===== src/rtl/row_input_ctrl.sv =====
// row_input_ctrl: assembles BW-bit host words into LANES*DW-bit vectors,
// buffers up to two complete vectors, and issues them into a systolic row
// through a per-lane skew pipeline (lane k delayed by k extra cycles).
module row_input_ctrl #(
    parameter int LANES = 8,
    parameter int DW    = 8,
    parameter int BW    = 32
) (
    input  logic                  clk,
    input  logic                  rst,
    input  logic [BW-1:0]         in_w,
    input  logic                  wvalid,
    output logic                  wready,
    input  logic                  en,
    output logic [LANES*DW-1:0]   out_r,
    output logic [LANES-1:0]      out_v,
    output logic                  busy
);

    localparam int VW  = LANES * DW;
    localparam int WPV = VW / BW;
    localparam int WCW = (WPV > 1) ? $clog2(WPV) : 1;
    localparam logic [WCW-1:0] WLAST = WCW'(WPV - 1);

    logic [WCW-1:0]   wcnt_r;
    logic [VW-1:0]    asm_r;
    logic [VW-1:0]    fifo_mem_r [0:1];
    logic             rd_ptr_r;
    logic             wr_ptr_r;
    logic [1:0]       cnt_r;

    logic             accept_s;
    logic             push_s;
    logic             pop_s;
    logic [VW-1:0]    vec_s;
    logic [VW-1:0]    head_s;
    logic [LANES-1:0] lane_busy_s;

    // A completing word is refused whenever the FIFO is full, even if a pop
    // happens on the same edge; this keeps wready independent of en.
    assign wready   = (wcnt_r != WLAST) || (cnt_r < 2'd2);
    assign accept_s = wvalid && wready;
    assign push_s   = accept_s && (wcnt_r == WLAST);
    assign pop_s    = en && (cnt_r != 2'd0);
    assign head_s   = fifo_mem_r[rd_ptr_r];
    assign busy     = (wcnt_r != '0) || (cnt_r != 2'd0) || (|lane_busy_s);

    // Merge the incoming word into its slot of the partially assembled vector.
    always_comb begin
        vec_s = asm_r;
        vec_s[int'(wcnt_r) * BW +: BW] = in_w;
    end

    // Word counter and assembly buffer; stale slots are always overwritten before the next push.
    always_ff @(posedge clk or posedge rst) begin
        if (rst) begin
            wcnt_r <= '0;
            asm_r  <= '0;
        end else if (accept_s) begin
            asm_r  <= vec_s;
            wcnt_r <= (wcnt_r == WLAST) ? '0 : wcnt_r + WCW'(1);
        end else begin
            wcnt_r <= wcnt_r;
            asm_r  <= asm_r;
        end
    end

    // Two-entry vector FIFO; push and pop at count 1 touch different entries.
    always_ff @(posedge clk or posedge rst) begin
        if (rst) begin
            fifo_mem_r[0] <= '0;
            fifo_mem_r[1] <= '0;
            rd_ptr_r      <= 1'b0;
            wr_ptr_r      <= 1'b0;
            cnt_r         <= 2'd0;
        end else begin
            if (push_s) begin
                fifo_mem_r[wr_ptr_r] <= vec_s;
                wr_ptr_r             <= ~wr_ptr_r;
            end
            if (pop_s) begin
                rd_ptr_r <= ~rd_ptr_r;
            end
            case ({push_s, pop_s})
                2'b10:   cnt_r <= cnt_r + 2'd1;
                2'b01:   cnt_r <= cnt_r - 2'd1;
                default: cnt_r <= cnt_r;
            endcase
        end
    end

    // Skew pipeline: lane k owns k+1 stages and its last stage is the output register.
    for (genvar k = 0; k < LANES; k++) begin : g_lane
        logic [DW-1:0] d_r [0:k];
        logic [k:0]    v_r;

        // Advance this lane only when the array advances; bubbles carry zero data.
        always_ff @(posedge clk or posedge rst) begin
            if (rst) begin
                for (int j = 0; j <= k; j++) begin
                    d_r[j] <= '0;
                end
                v_r <= '0;
            end else if (en) begin
                d_r[0] <= pop_s ? head_s[k*DW +: DW] : '0;
                v_r[0] <= pop_s;
                for (int j = 1; j <= k; j++) begin
                    d_r[j] <= d_r[j-1];
                    v_r[j] <= v_r[j-1];
                end
            end else begin
                v_r <= v_r;
            end
        end

        assign out_r[k*DW +: DW] = d_r[k];
        assign out_v[k]          = v_r[k];
        assign lane_busy_s[k]    = |v_r;
    end

endmodule

===== config.mk =====
export PLATFORM = sky130hd
export DESIGN_NAME = row_input_ctrl
export DESIGN_NICKNAME = d
export VERILOG_FILES = /design/src/rtl/row_input_ctrl.sv
export SDC_FILE = /design/constraint.sdc
export NUM_CORES = 1
export LEC_CHECK = 0
export BUFFER_PORTS_ARGS = -buffer_cell sky130_fd_sc_hd__buf_2
export CAP_MARGIN = 20
export CORE_UTILIZATION = 55
export CTS_BUF_LIST = sky130_fd_sc_hd__clkbuf_4 sky130_fd_sc_hd__clkbuf_8
export DETAILED_ROUTE_END_ITERATION = 8
export PLACE_DENSITY = 0.74
export SLEW_MARGIN = 20
export SYNTH_ARGS = -nofsm -noshare
export SYNTH_HDL_FRONTEND = slang
export SYNTH_SLANG_ARGS = --single-unit

===== constraint.sdc =====
create_clock -name clk -period 35.7 [get_ports clk]
set_clock_uncertainty 0.05 [all_clocks]
set_input_delay 3.57 -clock clk [delete_from_list [all_inputs] [get_ports clk]]
set_output_delay 3.57 -clock clk [all_outputs]
set_load 0.01 [all_outputs]

# --- Word-level counts from Yosys, hierarchy flattened ---
# Cells that the tools add are included.
# Widths: inputs -> output; s select.
classes:
  n_lt_le_gt_ge: 4
  mux: 17
  n_shift: 2
  eq_ne: 2
  n_addsub: 4
  n_mul: 0
  bitwise_logic: 5
  reduce_logical: 10
  div: 0
ops:
  columns: ["operator", "count"]
  rows:
  - ["$mux 64", 4]
  - ["$bwmux 128", 1]
  - ["$bwmux 64", 1]
  - ["$demux 64 s1", 1]
  - ["$mux 8", 8]
  - ["$shift 32x33->64 const A", 1]
  - ["$shiftx 32x33->64", 1]
  - ["$reduce_or 36->1", 1]
  - ["$neg 6->33", 1]
  - ["$ge 2x2->1 const B", 2]
  - ["$logic_and 1x1->1", 4]
  - ["$not 1->2", 2]
  - ["$pmux 2 s2", 1]
  - ["$reduce_bool 2->1", 2]
  - ["$logic_or 1x1->1", 3]
  - ["$not 1->1", 3]
  - ["$add 2x1->2 const B", 1]
  - ["$eq 2x1->1 const B", 1]
  - ["$eq 2x2->1 const B", 1]
  - ["$lt 2x1->1 const B", 1]
  - ["$lt 2x2->1 const B", 1]
  - ["$sub 2x1->2 const B", 1]
  - ["$add 1x1->1 const B", 1]
  - ["$mux 1", 1]
totals:
  ram_bits: 0
  rom_bits: 0
  input_bits: 36
  output_inout_bits: 74
  memories: 0
  latch_bits: 0
  ff_bits: 521

# --- Longest topological paths before layout ---
logic_depth:
  word_depth: 6
  depth_mapped: 9
  mapped_depth_nobuf: 6

# --- Least setup slack after synthesis ---
# Ideal clock, no wire load.
synth_timing:
  path_type: "input-to-reg"
  startpoint: "input en"
  endpoint: "register cnt_r[1]"
  slack_ps: 30732
  t_arrival_ps: 4839
  cell_stages: 8
  cell_sequence: "buf_2 o21ai_1 buf_2 buf_2 inv_1 ha_1 nor2_1 xor2_1"
synth_via:
  elab_chain_cells: 3
  word_cells_on_any_way: 5
synth_lines:
  columns: ["item", "line", "text"]
  rows:
  - ["from (decl)", "14", "input logic en,"]
  - ["$logic_and 1x1->1 (*)", "44", "assign pop_s = en && (cnt_r != 2'd0);"]
  - ["net pop_s", "34", "logic pop_s;"]
  - ["$eq 2x1->1 or $eq 2x2->1 (tied branches)", "84", "case ({push_s, pop_s})"]
  - ["$pmux 2 s2 or $reduce_bool 2->1 (tied branches)", null, null]
  - ["to (signal assigned)", "85", "2'b10: cnt_r <= cnt_r + 2'd1;"]
  - ["to (signal assigned)", "86", "2'b01: cnt_r <= cnt_r - 2'd1;"]
  - ["to (signal assigned)", "87", "default: cnt_r <= cnt_r;"]
  - ["to (decl)", "30", "logic [1:0] cnt_r;"]
# Mark *: on every way through the listed nets, which the timed path passes. The rest lies on a longest branch.
# A chain may end at the register's enable or synchronous reset.

# --- Worst setup path after layout ---
layout_timing:
  startpoint: "input en"
  endpoint: "register rd_ptr_r"
layout_via:
  elab_chain_cells: 1
layout_lines:
  columns: ["item", "line", "text"]
  rows:
  - ["$logic_and 1x1->1", "44", null]
  - ["to (signal assigned)", "82", "rd_ptr_r <= ~rd_ptr_r;"]
  - ["to (decl)", "28", "logic rd_ptr_r;"]
# Every way passes these cells.

==> results.toml <==
[flow_run]
cap_violations = 0

[timing]
setup_violations = 0
tightest_slew_ns = 1.09
maxSlewHeadroom = 0.270
slew_violations = 0
final.setup.tns_ns = 0
period_share = 0.156
worst_slack_ns = 30.13
hold_violations = 0
clock.fmax_mhz = 180
finalCriticalPeriod_ns = 5.57
rsz0062_at_grt = "no"

[route]
ant_nets = 0
drtIter0Drc = 491
firstDrtPassIters = 7
num_vias = 11000
wl_per_cell_um = 17.6
vias_per_cell = 5.38
wirelength_mm = 36.1
drc_errors = 6

[clocking]
root_buffer = "clkbuf_8"
cts_made_buffers = 78
cts_tree = "yes"
cts-resized-gates = 0
postCtsSetupBuffers = 0
cts_hold_buffers = 0
clock_latency_ns = 0.62
cts.sinks = 493
clk_path_buf_depth = 3
clkTransAtPathRegs_ns = 0.06
htree_levels = 3

[power]
peakVddDrop_mv = 0.0498
p_per_area_nw_per_um2 = 91.9
total_power_w = 0.00201
p_leak_nw = 10.7

[floorplan]
dieArea_um2 = 37200
start_util = 0.561
io_pins = 110
die_w_um = 193
die_y_um = 193
core_region_area_um2 = 35700
num_rows = 69

[global_routing]
grt_usage = 0.206
grt_overflow = 0
antenna_found_initial = 6
grt_pass1_wl_mm = 59.9
grt_pass1_vias = 11700
grt_max_degree = 151

[synthesis]
ys_warn_count = 0
synth-simple-area-share = 0.0278
synth_cell_types = 29
avgSynthCellArea_um2 = 13.6
ys_seq_elements = 493
ys_seq_area_frac = 0.616
synth_top_family_by_area = "multiplexers"
synth-compound-area-share = 0.0534
synthAdderAreaFrac = 0.000624
netlist_area_um2 = 20000
syn_inst = 1469
synth_mux_area_frac = 0.235
synth-xor-area-share = 0.00219
synth_nets = 1506

[critical_path]
cpMostUsedCell = "buf_4"
worstPathArrival_ns = 5.99
worstPathMaxFanout = 150
cp_top_family = "buffers and inverters"
max_stage_delay_ns = 0.78
critical_path_class = "in -> reg"
crit_chain = "buf_8, buf_4, o21ai_4, buf_4, xnor2_1"
crit_buf_inv = 3
crit_slowest_cell = "buf_4"
worstPathRequired_ns = 36.12
cp-start-kind = "input pin"
end_kind = "register"

[run_status]
failed_checks = "design-rule violations"
status = "finished, violations left"

[placement]
io_buffers = 109
pre_cts_slack_ns = 29.23
gp_congestion = 0.772
place_hpwl_mm = 21.4

[cells_and_area]
drive_gt1_frac = 0.354
nFillCells = 2841
fin_nets = 1562
layout_commonest_cell = "dfrtp_1"
layout_common_cells = "dfrtp_1 (491), mux2_2 (264), mux2i_1 (128), buf_2 (108), clkbuf_8 (97)"
area_delta_synth_final_pct = 9.24
final_util = 0.612

[min_path]
hold_class = "reg -> reg"
cells by family after synthesis:
group                    after synthesis
flip-flops                           493
XOR/XNOR                               5
adder cells (fa/ha/maj)                1
AO/OA/AOI/OAI                        195
multiplexers                         423
AND/OR/NAND/NOR                      138
buffers and inverters                214
stage by stage:
stage | cell area [µm²] | std cells | hold WS, ns
floorplan | 20000 | 1469 | 0.398
global placement | 20300 | 1906 | 0.411
detailed placement | 20300 | 1906 | 0.420
CTS | 21900 | 2038 | 0.433
global route | 21900 | 2038 | 0.460
finish | 21900 | 2043 | 0.426
synth_stat cells:
cell	count	area share
a21oi_1	61	0.015
a21oi_2	3	0.0013
and4bb_1	1	0.00062
buf_1	1	0.00019
buf_2	36	0.0090
buf_4	83	0.031
buf_6	19	0.011
clkbuf_1	8	0.0015
dfrtp_1	493	0.62
ha_1	1	0.00062
inv_1	67	0.013
mux2_1	1	0.00056
mux2_2	264	0.15
mux2_4	30	0.022
mux2i_1	128	0.064
nand2_1	65	0.012
nand2b_1	1	0.00031
nand3_1	1	0.00025
nand3b_4	1	0.0010
nand4b_1	1	0.00044
nor2_1	65	0.012
nor3_1	1	0.00025
nor4_1	2	0.00062
o21a_1	1	0.00037
o21ai_0	65	0.016
o21ai_1	1	0.00025
o22ai_1	64	0.020
xnor2_1	4	0.0017
xor2_1	1	0.00044
tightest hold or removal path: stages, from the launching register on:
cell     delay, ns
dfrtp_1       0.34
nand2_1       0.05
o21ai_0       0.06
metal layers:
metal | global-route usage | wire length, µm | vias up
met4 | 0.0703 | 743 | 4
met2 | 0.342 | 18100 | 169
met3 | 0.0480 | 1580 | 70
li1 | - | - | 5141
met1 | 0.265 | 15600 | 5610
met5 | 0 | 21 | -
power by group:
part / switching [W] / total (W) / internal, W
Combinational: 0.000254 / 0.000545 / 0.000292
Clock: 0.000211 / 0.000487 / 0.000277
Sequential: 0.000157 / 0.000979 / 0.000822
Total: 0.000621 / 0.00201 / 0.00139
area by class of cell:
class,count,area (µm²),area share
well taps,461,577,0.0263
diodes,5,12.5,0.000572
multi-input cells,762,6420,0.293
clock inverters,10,86.3,0.00394
inverters,67,259,0.0118
flip-flops and latches,493,12300,0.564
clock buffers,122,1520,0.0696
repair buffers,123,672,0.0307
worst paths after layout:
kind / start / to / slack, ns / depth (start not counted)
setup reg to reg: wcnt_r$_DFFE_PP0N_ / fifo_mem_r[70]$_DFFE_PP0P_ / 32.15 / 5
max in group asynchronous: rst / fifo_mem_r[75]$_DFFE_PP0P_ / 30.64 / 4
setup / recovery: en / rd_ptr_r$_DFFE_PP0P_ / 30.13 / 5
hold reg to reg: fifo_mem_r[38]$_DFFE_PP0P_ / fifo_mem_r[38]$_DFFE_PP0P_ / 0.43 / 2
hold / removal: fifo_mem_r[38]$_DFFE_PP0P_ / fifo_mem_r[38]$_DFFE_PP0P_ / 0.43 / 2
min in group asynchronous: rst / out_r[29]$_DFFE_PP0P_ / 3.01 / 2
state kept, by name (all words and copies together), names as in the netlist:
signal,cells
wr_ptr_r,1
out_r,56
asm_r,64
fifo_mem_r,128
rd_ptr_r,1
g_lane.d_r,232
wcnt_r,1
g_lane.v_r,8
cnt_r,2
Power figures use the tool's default switching activity.
